## config.mk

```make
export PLATFORM = sky130hd
export DESIGN_NAME = sqm_result_fifo
export DESIGN_NICKNAME = d
export VERILOG_FILES = /design/src/rtl/sqm_pkg.sv /design/src/rtl/sqm_fifo_mem.sv /design/src/rtl/sqm_result_fifo.sv
export SDC_FILE = /design/constraint.sdc
export NUM_CORES = 1
export LEC_CHECK = 0
export ABC_CLOCK_PERIOD_IN_PS = 3300
export CAP_MARGIN = 0
export CORE_UTILIZATION = 56
export CTS_BUF_LIST = sky130_fd_sc_hd__clkbuf_4 sky130_fd_sc_hd__clkbuf_8
export CTS_CLUSTER_SIZE = 28
export DETAILED_ROUTE_END_ITERATION = 6
export PLACE_DENSITY = 0.88
export SYNTH_ARGS = -nofsm -noshare
export SYNTH_HDL_FRONTEND = slang
export SYNTH_HIERARCHICAL = 1
export SYNTH_SLANG_ARGS = --single-unit
```

## constraint.sdc

```tcl
create_clock -name clk -period 3.3 [get_ports clk]
set_input_delay 0.33 -clock clk [delete_from_list [all_inputs] [get_ports clk]]
set_output_delay 0.33 -clock clk [all_outputs]
set_load 0.1 [all_outputs]
```

## src/rtl/sqm_pkg.sv

```systemverilog
// Shared types for the sqm result path: one {c,y} result pair per entry.
package sqm_pkg;
  localparam int SQM_RES_W = 16;

  typedef struct packed {
    logic [7:0] c;
    logic [7:0] y;
  } sqm_res_t;
endpackage

```

## src/rtl/sqm_fifo_mem.sv

```systemverilog
// DEPTH x sqm_res_t register array with one write port and an async read port.
module sqm_fifo_mem
  import sqm_pkg::*;
#(
  parameter int DEPTH = 4,
  localparam int AW = $clog2(DEPTH)
) (
  input  logic          clk,
  input  logic          we,
  input  logic [AW-1:0] waddr,
  input  sqm_res_t      wdata,
  input  logic [AW-1:0] raddr,
  output sqm_res_t      rdata
);

  // No reset on the storage; the top masks the read data while empty.
  sqm_res_t mem_q [DEPTH];

  always_ff @(posedge clk) begin
    if (we) mem_q[waddr] <= wdata;
  end

  assign rdata = mem_q[raddr];

endmodule

```

## src/rtl/sqm_result_fifo.sv

```systemverilog
// Buffers sqm {c,y} results in a small FIFO toward a stallable consumer and
// keeps a saturating count of accepted results.
module sqm_result_fifo
  import sqm_pkg::*;
#(
  parameter int DEPTH = 4,
  parameter int CNT_W = 16,
  localparam int AW = $clog2(DEPTH),
  localparam int CW = $clog2(DEPTH) + 1
) (
  input  logic             clk,
  input  logic             rst_n,
  input  logic             flush,
  input  logic             in_valid,
  output logic             in_ready,
  input  logic [7:0]       in_c,
  input  logic [7:0]       in_y,
  output logic             out_valid,
  input  logic             out_ready,
  output logic [7:0]       out_c,
  output logic [7:0]       out_y,
  output logic [CW-1:0]    count,
  output logic [CNT_W-1:0] acc_cnt
);

  logic [AW-1:0]    wr_ptr_q, wr_ptr_d;
  logic [AW-1:0]    rd_ptr_q, rd_ptr_d;
  logic [CW-1:0]    count_q, count_d;
  logic [CNT_W-1:0] acc_cnt_q, acc_cnt_d;
  logic             push, pop;
  sqm_res_t         wdata, rdata;

  // Full is judged on registered occupancy only, so a pop never frees a slot
  // for a push in the same cycle.
  assign in_ready  = (count_q != CW'(DEPTH));
  assign out_valid = (count_q != '0);
  assign push      = in_valid & in_ready;
  assign pop       = out_valid & out_ready;

  assign wdata.c = in_c;
  assign wdata.y = in_y;

  sqm_fifo_mem #(.DEPTH(DEPTH)) u_mem (
    .clk   (clk),
    .we    (push & ~flush),
    .waddr (wr_ptr_q),
    .wdata (wdata),
    .raddr (rd_ptr_q),
    .rdata (rdata)
  );

  always_comb begin
    wr_ptr_d  = wr_ptr_q;
    rd_ptr_d  = rd_ptr_q;
    count_d   = count_q;
    acc_cnt_d = acc_cnt_q;
    if (flush) begin
      wr_ptr_d = '0;
      rd_ptr_d = '0;
      count_d  = '0;
    end else begin
      if (push) wr_ptr_d = wr_ptr_q + AW'(1);
      if (pop)  rd_ptr_d = rd_ptr_q + AW'(1);
      if (push && !pop)      count_d = count_q + CW'(1);
      else if (pop && !push) count_d = count_q - CW'(1);
      if (push && (acc_cnt_q != '1)) acc_cnt_d = acc_cnt_q + CNT_W'(1);
    end
  end

  always_ff @(posedge clk or negedge rst_n) begin
    if (!rst_n) begin
      wr_ptr_q  <= '0;
      rd_ptr_q  <= '0;
      count_q   <= '0;
      acc_cnt_q <= '0;
    end else begin
      wr_ptr_q  <= wr_ptr_d;
      rd_ptr_q  <= rd_ptr_d;
      count_q   <= count_d;
      acc_cnt_q <= acc_cnt_d;
    end
  end

  assign out_c   = out_valid ? rdata.c : 8'h00;
  assign out_y   = out_valid ? rdata.y : 8'h00;
  assign count   = count_q;
  assign acc_cnt = acc_cnt_q;

endmodule

```

Yosys cells after proc, flatten, opt, wreduce, memory -nomap -nowiden
Memories as Yosys holds them, arrays and structs flattened.
Index checks and enable logic that the tools add are counted.
W data, S select, Z words.
{"block": "totals", "reg_bits": 23, "memories": 1, "word_cells": 37, "out_inout_bits": 37, "inputBits": 21, "mem_bits_rw": 64}
{"block": "classes", "add_sub_neg": 5, "muxes": 11, "bitwise": 4, "n_reduce_logical": 10, "n_eq_ne": 2}
{"name": "u_mem.mem_q", "depth": 4, "word_bits": 16, "rd": 1, "rd_ports_with_merged_regs": 0, "wr": 1, "line_no": "sqm_fifo_mem.sv:17", "rtl": "sqm_res_t mem_q [DEPTH];"}
{"operator": "$add A16 B1 Y16 const B", "count": 1}
{"operator": "$mux W8", "count": 2}
{"operator": "$ne A16 B16 Y1 const B", "count": 1}
{"operator": "$mux W3", "count": 3}
{"operator": "$mux W2", "count": 4}
{"operator": "$reduce_bool A3 Y1", "count": 2}
{"operator": "$add A2 B1 Y2 const B", "count": 2}
{"operator": "$reduce_bool A2 Y1", "count": 2}
{"operator": "$add A3 B1 Y3 const B", "count": 1}
{"operator": "$and A1 B1 Y1", "count": 3}
{"operator": "$logic_and A1 B1 Y1", "count": 3}
{"operator": "$ne A3 B3 Y1 const B", "count": 1}
{"operator": "$sub A3 B1 Y3 const B", "count": 1}
{"operator": "$logic_not A1 Y1", "count": 2}
{"operator": "$mux W1", "count": 2}
{"operator": "$reduce_and A2 Y1", "count": 1}
{"operator": "$not A1 Y1", "count": 1}

Longest topological paths before layout
Gate-level depths: netlist of the first run.
{"block": "logic_depth", "depth_word": 7, "depth_mapped": 9, "mapped_depth_nobuf": 8}

By module
Netlist of the first run, hierarchy kept.
{"mod": "sqm_fifo_mem", "instances": 1, "cells_each": 88, "seq_area_each_um2": 1921.8, "area_per_inst_um2": 2377.3}
{"mod": "sqm_result_fifo", "instances": 1, "cells_each": 136, "seq_area_each_um2": 575.6, "area_per_inst_um2": 1385.1}

Worst setup path after synthesis of the first run
OpenSTA, ideal clock, no wires.
{"block": "synth_timing", "path_type": "reg2reg", "startpoint": "register count_q[0] (netlist: count[0])", "endpoint": "register count_q[2] (netlist: count[2])", "required_time_ps": 3175, "setup_ps": 125, "path_stages_with_launch": 9, "setup_slack_ps": -373, "path_buffers": 2, "period_less_slack_ps": 3673, "t_arrival_ps": 3548, "path_cell_list": "dfrtp_1 -> or3_1 -> clkbuf_1 -> clkbuf_1 -> a21oi_1 -> fa_1 -> nand2_1 -> nor3_1 -> a2111oi_0"}
{"block": "synth_between", "elab_chain_cells": 6, "word_cells_on_any_way": 14, "classes_between": "2 x add/sub; 1 x eq/ne; 3 x mux; 2 x bitwise; 6 x reduce/logical"}
{"element": "start: declaration", "line_no": "sqm_result_fifo.sv:28", "rtl": "logic [CW-1:0] count_q, count_d;"}
{"element": "start signal: assignment", "line_no": "sqm_result_fifo.sv:79", "rtl": "count_q <= count_d;"}
{"element": "$reduce_bool A3 Y1 (*)", "line_no": "sqm_result_fifo.sv:36", "rtl": "assign out_valid = (count_q != '0);"}
{"element": "net out_valid", "line_no": "sqm_result_fifo.sv:18", "rtl": "output logic out_valid,"}
{"element": "$and A1 B1 Y1 (*)", "line_no": "sqm_result_fifo.sv:38", "rtl": "assign pop = out_valid & out_ready;"}
{"element": "$logic_not A1 Y1", "line_no": "sqm_result_fifo.sv:64", "rtl": "if (push && !pop) count_d = count_q + CW'(1);"}
{"element": "$logic_and A1 B1 Y1", "line_no": "sqm_result_fifo.sv:64"}
{"element": "$mux W3", "line_no": "sqm_result_fifo.sv:64"}
{"element": "$mux W3", "line_no": "sqm_result_fifo.sv:57", "rtl": "if (flush) begin"}
Mark *: on every way through the listed nets, which the timed path passes. The rest lies on a longest branch. The select of a mux whose other input is x is not followed.
A chain may end at the register's enable or synchronous reset.

Final worst setup path of the first run
{"block": "layout_timing", "startpoint": "register count_q[0] (netlist: count[0])", "endpoint": "output in_ready"}
{"block": "layout_between", "elab_chain_cells": 1}
{"element": "$ne A3 B3 Y1", "line_no": "sqm_result_fifo.sv:35", "rtl": "assign in_ready = (count_q != CW'(DEPTH));"}
{"element": "end: declaration", "line_no": "sqm_result_fifo.sv:15", "rtl": "output logic in_ready,"}
No other way between the ends.

==> results of run 1 <==
==> critical path, delay by kind of cell, from the launching register on <==
kind	cells	cell delay (ns)
buffers and inverters	1	1.02
DFF	1	0.45
and+or+nand+nor	1	0.54
==> final timing paths <==
| kind | startpoint | end | slack, ns | cells after the start |
|---|---|---|---|---|
| max in group asynchronous | rst_n | acc_cnt[2] | 2.12 | 1 |
| setup / recovery | count[0] | in_ready | 0.61 | 2 |
| hold reg to reg | acc_cnt[7] | acc_cnt[7] | 0.54 | 1 |
| hold / removal | acc_cnt[7] | acc_cnt[7] | 0.54 | 1 |
| setup reg to reg | count[0] | count[2] | 0.81 | 7 |
| min in group asynchronous | rst_n | rd_ptr_q[0] | 0.55 | 1 |
==> logic make-up (layout without fill, tap and decap cells) <==
group | Yosys count | count (layout)
flip-flops | 87 | 87
AND/OR/NAND/NOR | 74 | 74
multiplexers | 24 | 24
XOR/XNOR | 17 | 17
buffers and inverters | 15 | 83
AO/OA/AOI/OAI | 5 | 5
adder cells (fa/ha/maj) | 2 | 2
==> through the flow <==
step / utilization / hold WS [ns]
after floorplan: - / 0.0344
after global placement: 0.676 / 0.524
after detailed placement: 0.676 / 0.533
after CTS: 0.710 / 0.548
after global routing: 0.710 / 0.561
final: 0.710 / 0.541
==> final cells by class <==
class | instances | share of cell area
repair buffers | 61 | 0.122
well taps | 77 | 0.0211
multi-input cells | 122 | 0.256
flip-flops and latches | 87 | 0.547
clock buffers | 9 | 0.0272
clock inverters | 7 | 0.0208
inverters | 6 | 0.00494
==> cells in the final DEF, fill, tap and decap left out, types with 2 or more instances in the layout <==
cell / Yosys / layout
edfxtp_1: 64 / 64
clkdlybuf4s50_1: 0 / 40
dfrtp_1: 23 / 23
buf_4: 0 / 21
and2_1: 16 / 16
xor2_1: 11 / 11
nor2_1: 11 / 11
mux4_2: 10 / 10
clkbuf_8: 0 / 9
nand2_1: 7 / 7
nand3_1: 7 / 7
inv_1: 6 / 6
nor3_1: 6 / 6
xnor2_1: 6 / 6
mux4_1: 6 / 6
nand4_1: 4 / 4
nor4_1: 4 / 4
mux2_2: 4 / 4
or3_1: 2 / 2
mux2_4: 2 / 2
o21ai_0: 2 / 2
clkinv_2: 0 / 2
bufinv_16: 0 / 2
and3b_1: 2 / 2
==> per-layer routing <==
layer,GRT usage,up-vias
met3,0.0396,13
met2,0.346,65
met4,0.108,0
met1,0.259,1070
met5,0,-
li1,-,981
==> flip-flops by register name (all words and copies together), names as in the netlist <==
register	count
u_mem/mem_q	64
acc_cnt	16
count	3
rd_ptr_q	2
wr_ptr_q	2
==> impl.org, run 1 <==
** Setup path
- Worst-path fanout max :: 7
- Data required time at the worst endpoint :: 2.97 ns
- STA classifies the critical path endpoint as an output pin.
- Setup CP Type :: register to output pin
- STA classifies the critical path startpoint as a register.
- The slowest stage of the critical path is the clkdlybuf4s50_1 cell.
- Signal arrival time at the worst endpoint :: ~2.4 ns
- The largest single stage delay on the critical path is 1.02 ns.
- The critical path goes through or3b_1 -> clkdlybuf4s50_1.

** Placement
- In this run, placement finished with an instance count of between 300 and 400.
- Timing analysis after detailed placement gives a worst setup slack of 0.786 ns.
- In this run the tool buffered the top-level ports with 57 buffer cells.
- Post-DP HPWL :: between 4 and 5 mm
- The congestion estimate from routability-driven global placement came to 0.836.
- Post-place instance area :: 4340 sq um

** Logic synthesis
- Asr flop ratio synth :: 0.264
- Top_reg_cell synth :: edfxtp_1
- Dominant combinational cell family by area after synthesis :: multiplexers
- Synthesis instantiated 45 different standard cells from the library.
- Number of synthesis warnings :: 6
- The portion of synthesized area spent on multiplexers is 0.127.
- Yosys instantiated no cell more often than edfxtp_1.
- Of the total synthesized cell area, the portion taken by full adders, half adders and majority gates is 0.00865.
- Of the total synthesized cell area, the portion taken by AND, OR, NAND and NOR gates is 0.126.
- Nets in the synthesized netlist :: 247
- Synthesized-area fraction occupied by ao, oa, aoi and oai cells :: 0.00798
- Count of state elements after synthesis :: 87
- XOR/XNOR share of the synthesized area :: 0.0396
- The synthesized design contains 64 enable-type register cells.
- Of the post-synthesis cell area, the dominant cell type holds 0.511.
- Post-Syn Area per Cell :: 16.8 sq um
- Synthesized area :: 3760 sq um
- Dominant cell type by area after synthesis :: edfxtp_1
- Top cells by count, synth :: edfxtp_1, dfrtp_1, and2_1
- Synthesized instance count :: 224
- Ranked by total cell area, the synthesized netlist is headed by edfxtp_1, dfrtp_1, mux4_2.
- Share of synthesized area occupied by flip-flops and latches :: 0.664

** Timing
- Counting I/O delays and the setup requirement, the final critical path takes approximately 2.7 ns.
- Total count of hold-check failures in the final report :: 0
- Worst Skew :: 0.0107 ns
- Max-slew headroom at the worst pin :: 0.306
- In the finished design, the share of the clock period the worst path needs comes to 0.815.
- Total negative slack :: 0 ns
- The number of slew-limit violations in the final report was 0.
- RSZ-0062 raised after global routing :: false
- Max Freq :: 372 MHz
- Tightest Pin Transition :: 1.04 ns
- Final setup margin :: just over 0.6 ns
- Count of endpoints failing setup in the final report :: 0

** Route
- Detailed-routing iteration count for the pre-antenna-repair pass :: 6
- DR DRC count :: 4
- The routed layout has 2129 vias.
- Average via count per standard cell :: 5.77
- Met3 wire len :: 285 um
- In the detailed route, the total length drawn on met2 is about 3.4 mm.
- The detail route stage leaves a number of antenna-violating nets equal to 0.
- Drt total wl :: around 6.5 mm
- The first routing iteration left 113 violations.
- Dividing the detail-routed wire length by the instance count gives between 15 and 20 um.
- Routed signal wires occupy layers up through met4.
- Met1 layer wirelength in the final routing :: roughly 2.7 mm

** GRT
- The via count of the first global-routing pass came to 2158.
- Entering global routing, the biggest net connects 24 pins.
- The first global-routing pass estimated 10.8 mm of wire.
- For this run, the total global-route usage over all layers was measured as 0.207.
- GRT Residual Overflow :: 0
- The initial antenna violation count is 0.

** Final layout
- Post-route insts no fill :: 369
- After routing the design area is roughly 4600 sq um.
- Final Net Count :: 310
- Synthesis-to-layout area growth :: 21.3%
- Footprint of the multi-input gates :: roughly 1200 sq um
- Share of final-layout standard cells stronger than drive strength 1 :: 0.212
- Registers take ~2500 sq um.
- Antenna diode instance count :: 0
- The filler cells instantiated in the layout total 424.

** Floorplan
- From bottom edge to top edge, the die measures 84.0 um.
- The die covers around 7100 sq um.
- Standard cell core area :: about 6400 sq um
- The floorplan has 29 rows.
- 58 I/O pins were placed.
- Measured along the x axis, the die boundary spans about 84 um.
- Initial Utilization :: 0.586

** Worst hold path
- Class of the tightest hold or removal check :: register to register

** Clocking
- No sink is reached through more buffers than the 2 on the longest clock path.
- TritonCTS built the clock tree.
- The clock tree synthesis step divided the H-tree into 3 levels.
- Root buffer cell :: clkbuf_8
- For this design, the CTS-stage hold fixing added 0 buffers.
- The clock drives 87 sinks.
- Post-CTS setup repair buffer count :: 0
- Number of CTS-inserted buffers :: 9
- Clock Latency Late Sink :: 0.34 ns
- After clock tree synthesis, the clock-pin slew on the worst setup and hold paths is 0.08 ns.
- Resize count post-CTS :: 0

** Outcome
- Status :: finished with violations
- The checks that failed: DRC.

** Run
- Max-cap violations in this run came to 0.
Power of run 1 is left out: the tool's default activity adds up to more than one toggle a clock period on the data nets, which glitch-free logic cannot reach.
==> run 2, diff against run 1 <==
ABC_CLOCK_PERIOD_IN_PS = 2600   (was 3300)
clock period = 2.6 ns   (was 3.3 ns; I/O delays follow)
==> run 2 against run 1 <==
Non-clock buffer count increased by 5. Cell count increased by 1.4%. Critical path type is now register to register. Wire length increased by 7.7%. Clock skew increased by 0.0020 ns. Global-route usage increased by 1.8 points. Hold slack got worse by 0.30 ns. The flow still finishes with violations (DRC). Die area unchanged. Sequential share of layout area decreased by 2.0 points. Via count increased by 2.9%. Critical path depth increased by 6. Sequential cell count unchanged. Utilization increased by 2.8 points.
==> impl.org, run 2 (synthesis gave the netlist of run 1 again) <==
** Setup path
- The maximum fanout along the worst path came to 7 (unchanged).
- The maximum single-stage delay on the critical path was 0.52 ns (-0.50 ns).
- Slowest cell on the critical path :: dfrtp_4
- The worst register-to-register path begins at count[0].
- Type of destination of the critical path :: register
- The required time at the endpoint of the critical path came to 2.83 ns (-0.14 ns).
- The signal on the critical path passes through or3b_1 -> nand2_4 -> a21oi_1 -> fa_1 -> nand2_1 -> xnor2_1 -> nor2_1 -> a2111oi_0.
- Tracing the worst setup path back leads to its startpoint at count[0].
- The data arrival time of the critical path came to 2.57 ns (+0.21 ns).
- Register-to-register path setup slack :: 0.26 ns (-0.55 ns)
- The worst setup path is launched from a register.
- The worst setup path is of the register to register kind.

** Timing
- Count of endpoints failing setup in the final report :: 0 (unchanged)
- Min Tclk post-route :: 2.34 ns
- Max-slew headroom at the worst pin :: 0.626 (+0.320)
- Based on the critical path, the design can be clocked at up to 428 MHz.
- Fin crit share :: 0.899
- Worst Skew :: 0.0127 ns (+0.00200 ns)
- Max Transition Viols Final :: 0 (unchanged)
- RSZ-0062 raised after global routing :: false
- The summed negative setup slack over all endpoints was 0 ns (unchanged).
- Total count of hold-check failures in the final report :: 0 (unchanged)
- The slew of the pin with the lowest slew margin is 0.556 ns (-0.481 ns).

** Placement
- The HPWL after detailed placement was 4.59 mm (+3.5%).
- The quantity of I/O buffers inserted on ports is 57 (unchanged).
- Dpl cells :: 358 (+1.4%)
- Global placer's final weighted congestion :: 0.796 (-4.8%)

** GRT
- Number of global-route vias before repair :: 2340 (+8.4%)
- The first-pass GRT wire length was 11.8 mm (+9.3%).
- Total global routing track utilization :: 0.225 (+0.0175)
- Initial antenna violation count :: 0 (unchanged)
- GRT Residual Overflow :: 0 (unchanged)
- The pin count of the biggest net entering global routing was 24 (unchanged).

** Final layout
- The library cell used most frequently in the layout, excluding fill and tap cells, is edfxtp_1.
- Max reg flops :: 64 (unchanged)
- In the layout the commonest cells are edfxtp_1, buf_4, dfrtp_1, clkdlybuf4s50_1.
- Synthesis-to-layout area growth :: 26.1%
- The antenna diode count came to 0 (unchanged).
- Largest Register :: u_mem/mem_q
- Sequential Area :: 2500 sq um (+0.25%)
- The number of inserted filler cells in the final layout is 370 (-13%).
- The share of post-route cells with drive strength above 1 was 0.303 (+0.0907).
- The number of nets in the finished design is 315 (+1.6%).
- The non-filler instance count after layout was 374 (+1.4%).
- Post-layout util :: 0.739 (+0.0284)
- Footprint of the multi-input gates :: 1170 sq um (unchanged)

** Clocking
- TritonCTS clock tree :: done
- Htree depth :: 3 (unchanged)
- Resize count post-CTS :: 0 (unchanged)
- The number of buffers between clock root and the deepest sink is 2 (unchanged).
- Clock transition at the registers of the reported paths :: 0.10 ns (+0.02 ns)
- Clock tree synthesis selected as its root buffer the cell clkbuf_8.
- The total CTS buffers was 9 (unchanged).
- Clock Latency Late Sink :: 0.36 ns (+0.02 ns)
- Post-CTS setup repair buffer count :: 0 (unchanged)
- Clk sinks :: 87 (unchanged)
- Cts hold-fix bufs :: 0 (unchanged)

** Route
- The count of antenna-violating nets left after detailed routing was 0 (unchanged).
- Average via count per standard cell :: 5.86 (+1.5%)
- The violation count after the first detailed-routing iteration is 141 (+25%).
- Vias post-DR :: 2190 (+2.9%)
- Detailed-routing iteration count for the pre-antenna-repair pass :: 6 (unchanged)
- The number of remaining DRC errors is 4 (unchanged).
- The total wirelength of the detailed-routed design is 7.03 mm (+7.7%).
- The average wire length per cell after detail routing came to 18.8 um (+6.3%).

** Floorplan
- The floorplan die width is 84.0 um (unchanged).
- Standard cell core area :: 6420 sq um (unchanged)
- Die Area :: 7050 sq um (unchanged)
- Floorplan row count :: 29 (unchanged)
- The vertical die dimension was 84.0 um (unchanged).
- The number of placed I/O pins was 58 (unchanged).
- Initial Utilization :: 0.586 (unchanged)

** Outcome
- Status :: finished with violations
- The final reports fail on DRC.

** Run
- The max-cap violation count came to 0 (unchanged).

** Worst hold path
- The worst hold path belongs to the class input port to async pin.
## run 2: cell count changes in the layout (fill, tap and decap cells not counted), sizes merged
cell           delta
buf              +25
bufinv            -1
clkdlybuf4s50    -20
clkinv            -3
inv               +4
## run 2: worst paths after layout
path / endpoint / depth (start not counted)
setup / recovery: count[2] / 8
max in group asynchronous: count[2] / 2
hold / removal: count[0] / 2
setup reg to reg: count[2] / 8
hold reg to reg: acc_cnt[7] / 1
min in group clk: u_mem/mem_q[1][14] / 1
## run 2: routing by layer
| metal | vias up | share of wire | track usage | wire (um) |
|---|---|---|---|---|
| met5 | - | 0 | 0 | 0 |
| met4 | 0 | 0.030 | 0.124 | 210 |
| met3 | 17 | 0.043 | 0.0613 | 301 |
| met2 | 69 | 0.51 | 0.355 | 3560 |
| met1 | 1112 | 0.42 | 0.283 | 2950 |
| li1 | 992 | - | - | - |
## run 2: metrics by stage
stage,hold slack (ns),setup WS (ns),cell area [sq um]
after floorplan,-0.0356,0.0211,3780
after global routing,0.274,0.0351,4740
after detailed placement,0.516,0.292,4540
final,0.243,0.262,4740
after CTS,0.231,0.211,4740
after global placement,0.520,0.339,4540
## run 2: worst max-delay path: cells and delay by family, from the launching register on
family / cells / cell delay [ns]
AND/OR/NAND/NOR: 4 / 0.84
flip-flops: 1 / 0.52
adder cells (fa/ha/maj): 1 / 0.41
AO/OA/AOI/OAI: 2 / 0.32
XOR/XNOR: 1 / 0.12
## run 2: area by class of cell
| cell class | count | share of cell area |
|---|---|---|
| Timing Repair Buffer | 66 | 0.157 |
| Multi-Input combinational cell | 122 | 0.246 |
| Clock buffer | 9 | 0.0261 |
| Tap cell | 77 | 0.0203 |
| Sequential cell | 87 | 0.528 |
| Clock inverter | 7 | 0.0177 |
| Inverter | 6 | 0.00475 |
Power of run 2 is left out for the same reason.
==> run 3, diff against run 2 <==
ABC_AREA = 1   (was not set)
CORE_UTILIZATION = 57   (was 56)
PLACE_DENSITY = 0.82   (was 0.88)
==> run 3 against run 2 <==
The flow now finishes without violations. Utilization up 0.47 points. Clock skew is essentially flat. Area after synthesis is 16% higher. Worst setup slack got worse by 0.020 ns. Global-route usage grew 2.4 points. Synthesized cell count is 120% higher. Register-to-register slack better by 0.19 ns. Clock-buffer cell count up 1. Largest cell class unchanged. Hold slack improved by 0.0066 ns. Wire length is 28% higher.
==> impl.org, run 3 <==
** Pwr
- Highest ir drop seen on vdd :: 0.000836 V
- In this run the power spent charging and discharging nets is 3.11 mW.
- Cell internal power was estimated by the tool at 3.27 mW.
- The share of total power dissipated in sequential elements is 0.274.
- The share of total power dissipated in the clock network is 0.177.
- In this run the static leakage power is 2.56 nW.
- Pwr per Cell Area :: between 1000 and 1500 nW/um^2
- Net Sw Frac :: 0.488
- The share of total power dissipated in combinational logic is 0.549.

** Outcome
- The flow ran to the end, and the final reports show no timing, DRC or antenna violations.

** GRT
- The overflow left after global routing came to 0 (unchanged).
- Initial antenna violation count :: 0 (unchanged)
- The pin count of the biggest net entering global routing is 33 (+38%).
- Number of global-route vias before repair :: 3209 (+37%)
- First-pass GRT wire length :: 14.6 mm (+23%)
- The global routing usage summed across all routing layers was 0.249 (+0.0238).

** Logic synthesis
- Sorting the synthesized cells by how often they occur yields nand2_1, inv_1, edfxtp_1.
- The biggest area contributor in the post-synthesis netlist is edfxtp_1.
- The average size of a mapped cell was 8.84 sq um (-47%).
- The post-synthesis sequential element count came to 87 (unchanged).
- The count of cell types in the netlist is 28 (-38%).
- The synthesized netlist net count came to 516 (+110%).
- Asr flop ratio synth :: 0.264 (unchanged)
- Leading cell types by total area after synthesis :: edfxtp_1, nand2_1, dfrtp_1
- The number of warnings issued by yosys is 6 (unchanged).
- Share of synthesized area occupied by flip-flops and latches :: 0.573 (-0.0906)
- EDFF count, synth :: 64 (unchanged)
- The most common cell in the synthesized netlist is nand2_1.
- Top_reg_cell synth :: edfxtp_1
- The synthesized instance count was 493 (+120%).
- The fraction of post-synthesis cell area in the top cell type by area came to 0.441 (-0.0697).
- Synthesized area :: 4360 sq um (+16%)

** Timing
- The post-route clock skew is 0.0129 ns (+0.000183 ns).
- The final hold violation count is 0 (unchanged).
- Max Transition Viols Final :: 0 (unchanged)
- Max Freq :: 424 MHz (-0.86%)
- Fin crit share :: 0.907 (+0.00778)
- Max-slew headroom at the worst pin :: 0.502 (-0.125)
- The slew of the pin with the lowest slew margin was 0.748 ns (+0.191 ns).
- Total negative slack :: 0 ns (unchanged)
- RSZ-0062 raised after global routing :: false
- The time the final worst path needs with I/O delays and setup came to 2.36 ns (+0.0202 ns).
- Count of endpoints failing setup in the final report :: 0 (unchanged)

** Floorplan
- X dimension of the die :: 89.4 um (+6.5%)
- The vertical die dimension came to 89.4 um (+6.5%).
- Initial Utilization :: 0.594 (+0.00848)
- I/O pins :: 58 (unchanged)
- Die Area :: 8000 sq um (+13%)
- Floorplan row count :: 31 (+6.9%)
- Standard cell core area :: 7330 sq um (+14%)

** Setup path
- Gate family responsible for the most delay along the worst path :: flip-flops
- Reg2Reg Launch Point :: count[0]
- Slowest cell on the critical path :: dfrtp_1
- The endpoint identified for the worst register-to-register timing path is count[2].
- Setup CP Type :: register to output pin
- The register-to-register setup slack was 0.45 ns (+0.19 ns).
- Signal arrival time at the worst endpoint :: 2.10 ns (-0.47 ns)
- The required time at the endpoint of the critical path was 2.34 ns (-0.49 ns).
- The number of cell instances on the worst register-to-register path is 12 (+4).
- The count of buffering cells on the critical path with inverters included came to 3 (+3).
- STA classifies the critical path startpoint as a register.
- Sequence of cells on the critical path :: inv_2 -> nand3_1 -> nand2_1 -> inv_1 -> nor2_4 -> buf_12
- STA classifies the critical path endpoint as an output pin.
- The maximum single-stage delay on the critical path is 0.83 ns (+0.31 ns).
- The maximum fanout along the worst path came to 19 (+12).

** Clocking
- Resize count post-CTS :: 0 (unchanged)
- The deepest level of the CTS H-tree was 3 (unchanged).
- The post-CTS setup repair buffer count came to 0 (unchanged).
- Root buffer cell :: clkbuf_8
- Clk sinks :: 87 (unchanged)
- The insertion delay of the later-clocked pin in the worst-skew pair came to 0.36 ns (about the same).
- Clock transition at the registers of the reported paths :: 0.09 ns (about the same)
- Number of CTS-inserted buffers :: 9 (unchanged)
- Cts hold-fix bufs :: 0 (unchanged)
- TritonCTS built the clock tree.
- The number of buffers between clock root and the deepest sink is 2 (unchanged).

** Placement
- Post-place instance area :: 5210 sq um (+15%)
- Post-DP HPWL :: 5.79 mm (+26%)
- I/O Buffers :: 57 (unchanged)
- The weighted congestion at the end of routability-driven global placement came to 0.824 (+3.5%).

** Route
- Average via count per standard cell :: 5.00 (-15%)
- Drt total wl :: 8.98 mm (+28%)
- DR DRC count :: 0 (-4)
- The count of antenna-violating nets left after detailed routing was 0 (unchanged).
- The violation count after the first detailed-routing iteration came to 152 (+7.8%).
- Per-cell routed wire length :: 13.6 um (-28%)
- The vias after detailed routing was 3292 (+50%).
- The iteration count of the initial detailed-routing pass is 4 (-2).

** Final layout
- Fillers :: 519 (+40%)
- The share of post-route cells with drive strength above 1 was 0.184 (-0.119).
- Most common cell after layout, fill and taps aside :: nand2_1
- Max reg flops :: 64 (unchanged)
- Antenna diode instance count :: 0 (unchanged)
- Relative to the synthesized area, the layout overhead comes to 25.1%.
- The number of nets in the finished design came to 578 (+83%).
- Largest Register :: u_mem/mem_q
- The post-layout instance area is 5450 sq um (+15%).
- In the layout the commonest cells are nand2_1, inv_1, edfxtp_1.

** Run
- Number of violations of the max-capacitance limit :: 0 (unchanged)

** Worst hold path
- Class of the tightest hold or removal check :: input port to async pin
-- run 3: cell count changes after synthesis, sizes merged, moves of 7 or more --
cell   previous run  this run
nand2             8       174
inv               6       103
nand3             8        42
nor2             12        40
and2             16         0
mux4             16         0
buf               6        13
mux2              7         0
xor2             11         4
-- run 3: cells by family (layout without fill, tap and decap cells) --
family	Yosys count	after routing	synth area share
simple gates	270	270	0.270
fa+ha+maj	2	2	0.00747
buf+inv	116	183	0.117
xor+xnor	8	8	0.0161
flops	87	87	0.573
compound gates	10	10	0.0158
-- run 3: layout make-up --
cell class / count / area [sq um] / share of cell area
Clock buffer: 10 / 131 / 0.0241
Inverter: 103 / 389 / 0.0714
Tap cell: 99 / 124 / 0.0227
Multi-Input combinational cell: 290 / 1470 / 0.269
Timing Repair Buffer: 64 / 731 / 0.134
Sequential cell: 87 / 2500 / 0.459
Clock inverter: 6 / 109 / 0.0200
-- run 3: worst max path at each step --
stage / startpoint / endpoint / slack (ns) / cells after the start
global route: rd_ptr_q[1] / out_y[3] / 0.08 / 6
floorplan: count[0] / u_mem/mem_q[0][0] / 0.02 / 6
CTS: rd_ptr_q[1] / out_y[3] / 0.25 / 6
global placement: in_valid / count[2] / 0.58 / 11
finish: rd_ptr_q[1] / out_y[3] / 0.24 / 6
detailed placement: in_valid / count[2] / 0.48 / 11
-- run 3: stage by stage --
| step | hold WS [ns] | total power, mW | setup slack [ns] | util | instances |
|---|---|---|---|---|---|
| after floorplan | -0.0356 | 4.30 | 0.0154 | - | 493 |
| after detailed placement | 0.558 | 5.29 | 0.476 | 0.711 | 643 |
| after CTS | 0.249 | 6.41 | 0.250 | 0.743 | 659 |
| after global placement | 0.542 | 5.21 | 0.583 | 0.711 | 643 |
| after global routing | 0.274 | 6.63 | 0.0754 | 0.743 | 659 |
| final | 0.249 | 6.38 | 0.242 | 0.743 | 659 |
-- run 3: power groups by stage --
stage / clock network, mW / logic, mW / registers [mW]
detailed placement: 0 / 3.51 / 1.78
floorplan: 0 / 2.16 / 2.14
global route: 1.18 / 3.68 / 1.77
CTS: 1.13 / 3.52 / 1.75
global placement: 0 / 3.44 / 1.77
finish: 1.13 / 3.50 / 1.75
-- run 3: metal layers --
| layer | share of wire | up-vias | global-route usage |
|---|---|---|---|
| met5 | 0 | - | 0 |
| met4 | 0.022 | 0 | 0.115 |
| met3 | 0.045 | 22 | 0.0499 |
| met2 | 0.52 | 81 | 0.441 |
| met1 | 0.41 | 1548 | 0.290 |
| li1 | - | 1641 | - |
No activity file was read; power rests on OpenSTA's default activity.
